[src/rtl/uart_tx_unit.sv]
// 8N1 UART serializer: loads {stop, data, start} on a start request and shifts it
// out LSB first, one bit every BAUD clock cycles.
module uart_tx_unit #(
  parameter int BAUD = 434
) (
  input  logic       clk,
  input  logic       rst,
  input  logic [7:0] data,
  input  logic       start,
  output logic       ready,
  output logic       tx
);

  // state    | meaning
  // ST_IDLE  | line high, ready=1, waiting for start
  // ST_TX    | frame on the line, ready=0, start ignored
  localparam logic [0:0] ST_IDLE = 1'b0;
  localparam logic [0:0] ST_TX   = 1'b1;

  localparam int            CW      = (BAUD > 2) ? $clog2(BAUD) : 1;
  localparam logic [CW-1:0] BAUD_TC = CW'(BAUD - 1);
  localparam logic [3:0]    LAST_BIT = 4'd9;

  logic [0:0]    state_q, state_d;
  logic [9:0]    shift_q, shift_d;
  logic [3:0]    bit_cnt_q, bit_cnt_d;
  logic [CW-1:0] baud_cnt_q, baud_cnt_d;

  always_comb begin
    state_d    = state_q;
    shift_d    = shift_q;
    bit_cnt_d  = bit_cnt_q;
    baud_cnt_d = baud_cnt_q;
    case (state_q)
      ST_IDLE: begin
        if (start) begin
          state_d    = ST_TX;
          shift_d    = {1'b1, data, 1'b0};
          bit_cnt_d  = 4'd0;
          baud_cnt_d = '0;
        end
      end
      default: begin
        if (baud_cnt_q == BAUD_TC) begin
          baud_cnt_d = '0;
          // After the stop bit the register is refilled with ones so the line stays idle-high.
          if (bit_cnt_q == LAST_BIT) begin
            state_d   = ST_IDLE;
            shift_d   = '1;
            bit_cnt_d = 4'd0;
          end else begin
            shift_d   = {1'b1, shift_q[9:1]};
            bit_cnt_d = bit_cnt_q + 4'd1;
          end
        end else begin
          baud_cnt_d = baud_cnt_q + CW'(1);
        end
      end
    endcase
  end

  always_ff @(posedge clk or negedge rst) begin
    if (!rst) begin
      state_q    <= ST_IDLE;
      shift_q    <= '1;
      bit_cnt_q  <= 4'd0;
      baud_cnt_q <= '0;
    end else begin
      state_q    <= state_d;
      shift_q    <= shift_d;
      bit_cnt_q  <= bit_cnt_d;
      baud_cnt_q <= baud_cnt_d;
    end
  end

  assign ready = (state_q == ST_IDLE);
  assign tx    = shift_q[0];

endmodule

[config.mk]
export PLATFORM = sky130hd
export DESIGN_NAME = uart_tx_unit
export DESIGN_NICKNAME = d
export VERILOG_FILES = /design/src/rtl/uart_tx_unit.sv
export SDC_FILE = /design/constraint.sdc
export NUM_CORES = 1
export LEC_CHECK = 0
export CAP_MARGIN = 5
export CORE_UTILIZATION = 55
export CTS_CLUSTER_SIZE = 25
export DETAILED_ROUTE_END_ITERATION = 8
export GPL_TIMING_DRIVEN = 0
export MAX_ROUTING_LAYER = met4
export PLACE_DENSITY = 0.78
export SYNTH_ARGS = -nofsm -noshare
export SYNTH_HDL_FRONTEND = slang
export SYNTH_SLANG_ARGS = --single-unit
[constraint.sdc]
create_clock -name clk -period 1.9 [get_ports clk]
set_clock_uncertainty 0.05 [all_clocks]
set_input_delay 0.475 -clock clk [delete_from_list [all_inputs] [get_ports clk]]
set_output_delay 0.475 -clock clk [all_outputs]
set_load 0.05 [all_outputs]
=== Yosys cells after proc, flatten, opt, wreduce, memory -nomap -nowiden ===
Index checks and enable logic that the tools add are counted.
Widths: inputs -> output; s select.

* Register bits after elaboration: 24
* Latch bits: 0
* Memory bits (writable): 0
* Memory bits (read-only): 0
* Input bits: 11
* Output and inout port bits: 2
* Logic and storage cells: 27
* Memories kept: 0

* Add/sub/neg operators: 2
* Multipliers: 0
* Div/mod/pow operators: 0
* Magnitude comparators: 0
* Eq/ne operators: 3
* Shift operators: 0
* Muxes and demuxes: 15
* Bitwise gates (word level): 1
* Reductions and logical operators: 2

{| class="wikitable"
|+ Operators by type and width
! kind !! number
|-
| $mux 9 || 4
|-
| $mux 10 || 3
|-
| $mux 4 || 4
|-
| $add 9x1->9 const B || 1
|-
| $eq 9x9->1 const B || 1
|-
| $add 4x1->4 const B || 1
|-
| $eq 4x4->1 const B || 1
|-
| $mux 1 || 4
|-
| $ne 2x1->1 const B || 1
|-
| $reduce_and 2->1 || 1
|-
| $reduce_bool 2->1 || 1
|-
| $not 1->1 || 1
|}

=== Longest topological paths before layout ===
Gate-level depths: netlist (run 1).

* Depth after elaboration: 4
* Mapped depth: 7
* Gate-level depth less buffers: 6

=== Worst setup path after synthesis (run 1) ===
No wires, ideal clock.

* Path type: register -> register
* Start point: reg baud_cnt_q[0]
* End point: reg baud_cnt_q[6]
* Setup time: 69 ps
* Arrival time: 1437 ps
* Required time: 1781 ps
* Path slack: 345 ps
* Stages on the path, launching flop included: 6
* Path buffers: 0
* Period minus slack after synthesis: 1555 ps
* Path through: dfrtp_1 -> ha_1 -> and2_1 -> a31o_4 -> or3_1 -> nand3_1

* Cells in the longest elaborated chain, start to end: 3
* Elaborated cells between the ends (all ways): 4
* Classes of those cells: 1 x add/sub; 1 x eq/ne; 2 x mux

{| class="wikitable"
|+ RTL lines
! what !! RTL line !! RTL
|-
| start: declaration || 27 || <nowiki>logic [CW-1:0] baud_cnt_q, baud_cnt_d;</nowiki>
|-
| start signal: assignment || 72 || <nowiki>baud_cnt_q <= baud_cnt_d;</nowiki>
|-
| $add 9x1->9 / $eq 9x9->1 (equally long branches) || 56, 44 ||
|-
| $mux 9 * || 44 || <nowiki>if (baud_cnt_q == BAUD_TC) begin</nowiki>
|-
| $mux 9 * || 34 || <nowiki>case (state_q)</nowiki>
|}

Every way passes the cells marked *; elsewhere a longest branch is shown, timed or not.
A chain may end at the register's enable or synchronous reset.

=== Worst setup path after layout (run 1) ===
* Start point: reg state_q
* End point: out ready

* Cells in the longest elaborated chain, start to end: 1

{| class="wikitable"
|+ RTL lines
! what !! RTL line !! RTL
|-
| start: declaration || 24 || <nowiki>logic [0:0] state_q, state_d;</nowiki>
|-
| start signal: assignment || 69 || <nowiki>state_q <= state_d;</nowiki>
|-
| $not 1->1 || -- ||
|-
| end: declaration || 10 || <nowiki>output logic ready,</nowiki>
|}

Every way passes these cells.

==> results of run 1 <==
## sequential cells by signal, indices dropped and copies added (netlist names)
name / cells
state_q: 1
shift_q: 9
baud_cnt_q: 9
bit_cnt_q: 4
## cell usage in the layout (no fill, tap or decap), types with 2 or more instances in the layout
| cell | count |
|---|---|
| a2bb2oi_1 | 2 |
| nand3_1 | 6 |
| inv_1 | 3 |
| o21ai_0 | 14 |
| dfrtp_1 | 14 |
| nor3_1 | 2 |
| nor2_1 | 3 |
| mux2i_1 | 2 |
| a21oi_1 | 6 |
| nand2_1 | 19 |
| o22ai_1 | 9 |
| buf_2 | 4 |
| dfstp_2 | 9 |
| and3_1 | 3 |
| clkdlybuf4s50_1 | 10 |
| clkbuf_4 | 3 |
| ha_1 | 4 |
| nor2b_1 | 2 |
| o31ai_1 | 3 |
## cell families (layout without fill, tap and decap cells)
kind of cell    after synthesis  after routing
simple gates                 43             43
buf+inv                       9             25
compound gates               45             45
xor+xnor                      1              1
fa+ha+maj                     4              4
mux                           2              2
flops                        23             23
## how the worst max path moves through the flow
stage	from	to	slack, ns
after global routing	baud_cnt_q[0]$_DFFE_PN0P_	shift_q[7]$_DFFE_PN1P_	0.003
final	state_q$_DFF_PN0_	ready	0.05
after floorplan	baud_cnt_q[0]$_DFFE_PN0P_	baud_cnt_q[6]$_DFFE_PN0P_	0.34
after global placement	start	bit_cnt_q[1]$_DFFE_PN0P_	-0.11
after detailed placement	start	shift_q[7]$_DFFE_PN1P_	-0.14
after CTS	shift_q[0]$_DFFE_PN1P_	tx	0.01
## per-stage QoR
step / setup WS (ns) / power [W] / std cells / instance area, um2 / TNS (ns)
2_1_floorplan: 0.345 / 0.00135 / 127 / 1230 / 0
3_3_place_gp: -0.110 / 0.00149 / 166 / 1390 / -0.787
3_5_place_dp: -0.141 / 0.00154 / 166 / 1390 / -1.13
4_1_cts: 0.0130 / 0.00176 / 170 / 1410 / 0
5_1_grt: 0.00347 / 0.00190 / 170 / 1410 / 0
6_report: 0.0541 / 0.00176 / 170 / 1410 / 0
## where the power goes
group	internal, W	switching [W]	leakage (nW)
registers	0.000719	0.000230	0.250
clock network	0.0000821	0.000148	0.0150
logic	0.000270	0.000315	0.290
## area by class of cell
type / count / area [um2] / share of cell area
Inverter: 4 / 15.0 / 0.0107
Buffer: 5 / 27.5 / 0.0195
Multi-Input combinational cell: 95 / 603 / 0.428
Tap cell: 27 / 33.8 / 0.0240
Timing Repair Buffer: 12 / 116 / 0.0826
Clock buffer: 4 / 26.3 / 0.0187
Sequential cell: 23 / 587 / 0.417
## timing repair
item	CTS	global route
hold endpoints to repair	0	0
resized for setup	5	1
endpoints found under the setup margin	2	1
gates cloned	0	0
## Yosys cell counts (2+ instances only)
library cell	instances	area, um2
nor2b_1	2	12.5
dfstp_2	9	236
dfrtp_1	14	350
nor3_1	2	10.0
o21ai_0	14	70.1
inv_1	3	11.3
buf_2	4	20.0
o31ai_1	3	22.5
a2bb2oi_1	2	17.5
o22ai_1	9	56.3
mux2i_1	2	20.0
and3_1	3	18.8
a21oi_1	6	30.0
ha_1	4	50.1
nor2_1	3	11.3
nand2_1	19	71.3
nand3_1	6	30.0
## routing by layer
metal | GRT usage | wire length (um) | vias up
met1 | 0.324 | 1180 | 518
met3 | 0.0187 | 146 | 6
met2 | 0.429 | 1290 | 38
met5 | - | 0 | -
met4 | 0.0882 | 43 | 0
li1 | - | - | 504
## worst min-delay path: cells and delay by family, from the launching register on
family | cells | cell delay (ns)
simple gates | 1 | 0.04
flops | 1 | 0.39
compound gates | 1 | 0.07
==> results.yml, run 1 <==
worst_setup_path:
  worstPathCellList: "inv_2, clkdlybuf4s15_2"
  worstReg2RegStart: "bit_cnt_q[1]$_DFFE_PN0P_"
  critPathBufInv: 2
  critical-path-top-delay-family: "buffers and inverters"
  max_stage_delay_ns: 0.45
  critPathKind: "reg2out"
  startpoint_type: "flop"
  crit_fanout: 8
  crit_path_end_kind: "primary output"
  rrSetupSlack_ns: 0.13
  slowest_stage: "dfrtp_1"
  cp.depth: 2
  cp_data_required_time_ns: 1.37
  reg2reg_depth: 7
  r2r-end: "shift_q[7]$_DFFE_PN1P_"
  crit_arrival_ns: 1.32
grt:
  gr-total-overflow: 0
  antenna_found_initial: 0
  track_usage: 0.255
  grt_max_degree: 24
  grt_pass1_vias: 1043
  grt_pass1_wl_mm: 4.60
run:
  cap_violations: 0
detailed_routing:
  routedWlPerCell_um: 15.7
  vias: 1066
  drt_iter0_markers: 29
  drt_wl_total_mm: 2.67
  antenna_left: 0
  drc: 0
  viasPerCell: 6.27
  dr.pass1.iters: 4
placement:
  gp_congestion: 0.839
  dpl.hpwl_mm: 1.90
  port-buffer-count: 12
synth:
  mappedNetlistNets: 142
  synth_enable_flop_cells: 0
  synth_top_family_by_area: "compound AO/OA/AOI/OAI gates"
  synth_xor_area_frac: 0.00711
  synthFlopType: "dfrtp_1"
  synth_fa_ha_area_frac: 0.0406
  syn-cell-area_mm2: 0.00123
  synth_compound_area_frac: 0.246
  avgSynthCellArea_um2: 9.70
  synth_mux_area_frac: 0.0162
  synth_cells: 127
  synth_cell_type_count: 39
  synth-simple-area-share: 0.180
  async_reset_ff_frac: 1.00
  yosys_warnings: 0
  synth-seq-area-share: 0.476
  synth-seq-cells: 23
final_layout:
  post-route-util: 0.690
  nets: 159
  n_fill_cell: 160
  layout-drive-gt1-share: 0.175
  diodes: 0
  area_delta_synth_final_pct: 14.3
pwr:
  max-vdd-ir-drop_uv: 869
  power_density_mw_per_mm2: 1250
  p_leak_nw: 0.555
clocking:
  cts_max_level: 1
  numCtsBuffers: 3
  clockBufferDepth: 2
  cts_setup_buffers: 0
  cts_hold_buf: 0
  clkLatencyLatePin_ns: 0.31
  cts_root_buf: "clkbuf_4"
  cts_sinks: 23
  path_clk_slew_ns: 0.12
  cts_tree: "built"
sta:
  fmax_mhz: 542
  fin_crit_sh: 0.972
  rsz0062_at_grt: "false"
  finalSetupViolations: 0
  hold_ws_ns: 0.440
  slew_headroom: 0.341
  worstMarginPinSlew_ns: 0.985
  drv_slew: 0
  hold_violations: 0
  finalCriticalPeriod_ns: 1.85
floorplan:
  die_y_um: 49.3
  start_util: 0.604
  row_count: 16
  ios: 13
  core_area_mm2: 0.00204
  die_area_mm2: 0.00243
  die_x_um: 49.3
min_path:
  worstHoldPathCells: 2
  whs_endpoint: "shift_q[6]$_DFFE_PN1P_"
  worstHoldStart: "shift_q[6]$_DFFE_PN1P_"
  hold_path_class: "reg2reg"
status:
  outcome: "finished, final reports clean"
Note: power is estimated with default switching activity, not from simulation.
==> run 2, diff against run 1 <==
Settings changed: CELL_PAD_IN_SITES_DETAIL_PLACEMENT from default to 0, CELL_PAD_IN_SITES_GLOBAL_PLACEMENT from default to 1, CORE_UTILIZATION 55 to 47, DONT_BUFFER_PORTS from default to 1, PLACE_DENSITY 0.78 to default, PLACE_DENSITY_LB_ADDON from default to 0.1.
==> results.yml, run 2 (synthesized netlist as in run 1, its figures left out) <==
status:
  outcome: "finished, final reports clean"
final_layout:
  diodes: 0
  regArea_um2: 587
  reg.largest.list: "baud_cnt_q x9, shift_q x9, bit_cnt_q x4"
  layout-drive-gt1-share: 0.174
  nets: 148
  layout_commonest_cell: "nand2_1"
  final_cell_mix: "nand2_1, dfrtp_1, o21ai_0, o22ai_1, dfstp_2"
  n_fill_cell: 233
  multiInputGateArea_um2: 603
  area_delta_synth_final_pct: 5.99
worst_setup_path:
  cp_data_required_time_ns: 2.08
  worstPathCellList: "ha_1, and2_1, a41oi_2, buf_2, nand2_1, o21ai_0"
  startpoint: "baud_cnt_q[0]$_DFFE_PN0P_"
  critPathKind: "reg2reg"
  crit_arrival_ns: 1.94
  critical-path-top-delay-family: "flip-flops"
  critPathBufInv: 1
  crit_fanout: 10
  slowest_stage: "dfrtp_1"
  max_stage_delay_ns: 0.44
  worstReg2RegStart: "baud_cnt_q[0]$_DFFE_PN0P_"
  crit_path_end_kind: "flop"
  startpoint_type: "flop"
clocking:
  cts_root_buf: "clkbuf_4"
  numCtsBuffers: 3
  clockBufferDepth: 2
  cts_max_level: 1
  cts_tree: "built"
  clkLatencyLatePin_ns: 0.31
  path_clk_slew_ns: 0.12
  cts_sinks: 23
sta:
  drv_slew: 0
  fin_crit_sh: 0.927
  hold_violations: 0
  tns_ns: 0
  rsz0062_at_grt: "false"
  finalSetupViolations: 0
  fmax_mhz: 568
  worstMarginPinSlew_ns: 1.03
  slew_headroom: 0.310
  finalCriticalPeriod_ns: 1.76
grt:
  antenna_found_initial: 0
  track_usage: 0.205
  gr-total-overflow: 0
  grt_pass1_wl_mm: 4.06
  grt_pass1_vias: 872
  grt_max_degree: 24
detailed_routing:
  vias: 955
  drc: 0
  wl_met3_um: 77
  drt_iter0_markers: 11
  antenna_left: 0
  wl_met1_mm: 1.33
  drt_wl_total_mm: 2.57
  met2_length_mm: 1.16
  top_layer_used: "met4"
  routedWlPerCell_um: 15.9
  viasPerCell: 5.90
  dr.pass1.iters: 4
floorplan:
  die_x_um: 53.2
  ios: 13
  start_util: 0.497
  die_y_um: 53.2
  die_area_mm2: 0.00283
  row_count: 18
  core_area_mm2: 0.00248
placement:
  gp_congestion: 0.714
  dpl.hpwl_mm: 1.85
  port-buffer-count: 0
run:
  cap_violations: 0
pwr:
  p_leak_nw: 0.512
  p_total_w: 0.00172
  max-vdd-ir-drop_uv: 726
  power_density_mw_per_mm2: 1310
min_path:
  hold_path_class: "in2reg"
  worstHoldStart: "start"
==> run 2: cell types whose count changed in the layout (fill, tap and decap cells not counted), sizes merged <==
| cell | delta |
|---|---|
| clkdlybuf4s15 | -1 |
| dlygate4sd3 | +1 |
| clkdlybuf4s50 | -10 |
| clkbuf | -1 |
==> run 2: layout make-up <==
type | instances | share of cell area
Multi-Input combinational cell | 95 | 0.462
Sequential cell | 23 | 0.449
Tap cell | 30 | 0.0287
Buffer | 5 | 0.0211
Clock buffer | 4 | 0.0201
Inverter | 4 | 0.0115
Timing Repair Buffer | 1 | 0.00766
==> run 2: through the flow <==
stage	std cells	setup WS [ns]	hold WS, ns	cell area (um2)	util
floorplan	127	0.345	0.129	1230	-
global placement	157	0.199	0.130	1270	0.513
detailed placement	157	0.151	0.130	1270	0.513
CTS	162	0.127	0.306	1310	0.527
global route	162	0.0435	0.284	1310	0.527
finish	162	0.139	0.315	1310	0.527
==> run 2: path summary, 6_finish.rpt <==
path                                             endpoint  slack, ns  depth (start not counted)
worst max-delay path               shift_q[5]$_DFFE_PN1P_       0.14                          6
worst min-delay path             bit_cnt_q[3]$_DFFE_PN0P_       0.32                          2
worst max register to register     shift_q[5]$_DFFE_PN1P_       0.14                          6
worst min register to register     shift_q[6]$_DFFE_PN1P_       0.44                          2
max in group asynchronous        bit_cnt_q[2]$_DFFE_PN0P_       0.45                          1
min in group asynchronous       baud_cnt_q[0]$_DFFE_PN0P_       0.73                          1
==> run 2: power breakdown <==
group / switching, W / internal [W] / total, W
combinational: 0.000265 / 0.000248 / 0.000514
sequential: 0.000257 / 0.000719 / 0.000976
clock: 0.000145 / 0.0000819 / 0.000227
total: 0.000667 / 0.00105 / 0.00172
==> run 2: repair_timing <==
item / CTS / global route
setup endpoints to repair: 0 / 1
resized for setup: 0 / 1
setup buffers: 0 / 0
hold endpoints to repair: 23 / 0
hold buffers: 1 / 0
==> run 2: metal layers <==
layer / track usage / vias up
met3: 0.0259 / 2
met1: 0.289 / 456
met5: - / -
met4: 0.0526 / 0
li1: - / 484
met2: 0.308 / 13
==> run 3, diff against run 2 <==
Settings changed: CORE_UTILIZATION 47 to 40.
==> results.yml, run 3 (synthesized netlist as in run 1, its figures left out) <==
detailed_routing:
  met2_length_mm: 1.38
  dr.pass1.iters: 4
  drc: 0
  top_layer_used: "met4"
  drt_iter0_markers: 36
  routedWlPerCell_um: 17.3
  vias: 991
  viasPerCell: 6.08
  drt_wl_total_mm: 2.82
  antenna_left: 0
  wl_met3_um: 100
  wl_met1_mm: 1.33
final_layout:
  diodes: 0
  final_cell_mix: "nand2_1, dfrtp_1, o21ai_0, o22ai_1, dfstp_2"
  nets: 148
  area_delta_synth_final_pct: 7.00
  layout-drive-gt1-share: 0.174
  reg.largest.list: "baud_cnt_q x9, shift_q x9, bit_cnt_q x4"
  layout_commonest_cell: "nand2_1"
clocking:
  clockBufferDepth: 2
  cts_root_buf: "clkbuf_4"
  numCtsBuffers: 3
  path_clk_slew_ns: 0.13
  cts_sinks: 23
  clkLatencyLatePin_ns: 0.31
  cts_max_level: 1
  cts_tree: "built"
  cts_setup_buffers: 0
floorplan:
  ios: 13
  die_x_um: 57.5
  core_area_mm2: 0.00283
  start_util: 0.436
  die_y_um: 57.5
  die_area_mm2: 0.00331
  row_count: 19
worst_setup_path:
  crit_arrival_ns: 1.94
  startpoint_type: "flop"
  crit_path_end_kind: "flop"
  crit_fanout: 9
  critPathKind: "reg2reg"
  cp_data_required_time_ns: 2.10
sta:
  tns_ns: 0
  finalSetupViolations: 0
  finalCriticalPeriod_ns: 1.74
  fin_crit_sh: 0.913
  rsz0062_at_grt: "false"
  drv_slew: 0
  worstMarginPinSlew_ns: 1.08
  fmax_mhz: 576
  slew_headroom: 0.279
  hold_violations: 0
placement:
  dpl.hpwl_mm: 1.93
  gp_congestion: 0.737
  port-buffer-count: 0
grt:
  antenna_found_initial: 0
  grt_pass1_wl_mm: 4.82
  gr-total-overflow: 0
  grt_max_degree: 24
  track_usage: 0.195
  grt_pass1_vias: 1014
pwr:
  power_density_mw_per_mm2: 1310
  p_leak_nw: 0.513
  max-vdd-ir-drop_uv: 540
  p_total_w: 0.00173
min_path:
  hold_path_class: "in2reg"
run:
  cap_violations: 0
status:
  outcome: "finished, final reports clean"
## run 3: cell counts in the layout (fill, tap and decap cells not counted)
No cell type changed its count.
## run 3: power breakdown
group / internal, W / leakage [nW] / switching [W]
Clock: 0.0000818 / 0.0150 / 0.000150
Combinational: 0.000249 / 0.248 / 0.000279
Sequential: 0.000719 / 0.250 / 0.000253
## run 3: routing by layer
layer  up-vias  track usage
met1       492        0.257
met4         0       0.0627
met5         -            -
met2        12        0.309
li1        485            -
met3         2       0.0295
## run 3: critical path, stage by stage (launching register included)
cell and delay [ns]:
dfrtp_1 0.45, ha_1 0.22, and2_1 0.24, a31o_4 0.29
or3_1 0.35, nand3_1 0.08
## run 3: repair_timing
action / CTS / global route
hold endpoints to repair: 23 / 0
hold buffers: 1 / 0
setup endpoints to repair: 0 / 8
resized for setup: 0 / 2
## run 3: final timing paths
kind	startpoint	endpoint	slack, ns	depth (start not counted)
setup / recovery	baud_cnt_q[0]$_DFFE_PN0P_	baud_cnt_q[6]$_DFFE_PN0P_	0.16	5
setup reg to reg	baud_cnt_q[0]$_DFFE_PN0P_	baud_cnt_q[6]$_DFFE_PN0P_	0.16	5
hold / removal	data[0]	shift_q[1]$_DFFE_PN1P_	0.31	2
hold reg to reg	shift_q[2]$_DFFE_PN1P_	shift_q[2]$_DFFE_PN1P_	0.44	2
min in group asynchronous	rst	baud_cnt_q[2]$_DFFE_PN0P_	0.75	1
max in group asynchronous	rst	baud_cnt_q[6]$_DFFE_PN0P_	0.41	1
## run 3: layout make-up
cell class                      count  area, um2
Multi-Input combinational cell     95        614
Fill cell                         273       1510
Sequential cell                    23        587
Tap cell                           31       38.8
Buffer                              5       27.5
Timing Repair Buffer                1       10.0
Clock buffer                        4       26.3
Inverter                            4       15.0
## run 3: through the flow
stage               utilization  hold slack [ns]  instance area, um2  instances  setup slack, ns
floorplan                     -            0.129                1230        127            0.345
global placement          0.449            0.130                1270        158            0.192
detailed placement        0.449            0.130                1270        158            0.182
CTS                       0.462            0.303                1310        163            0.130
global route              0.466            0.283                1320        163           0.0535
finish                    0.466            0.314                1320        163            0.164
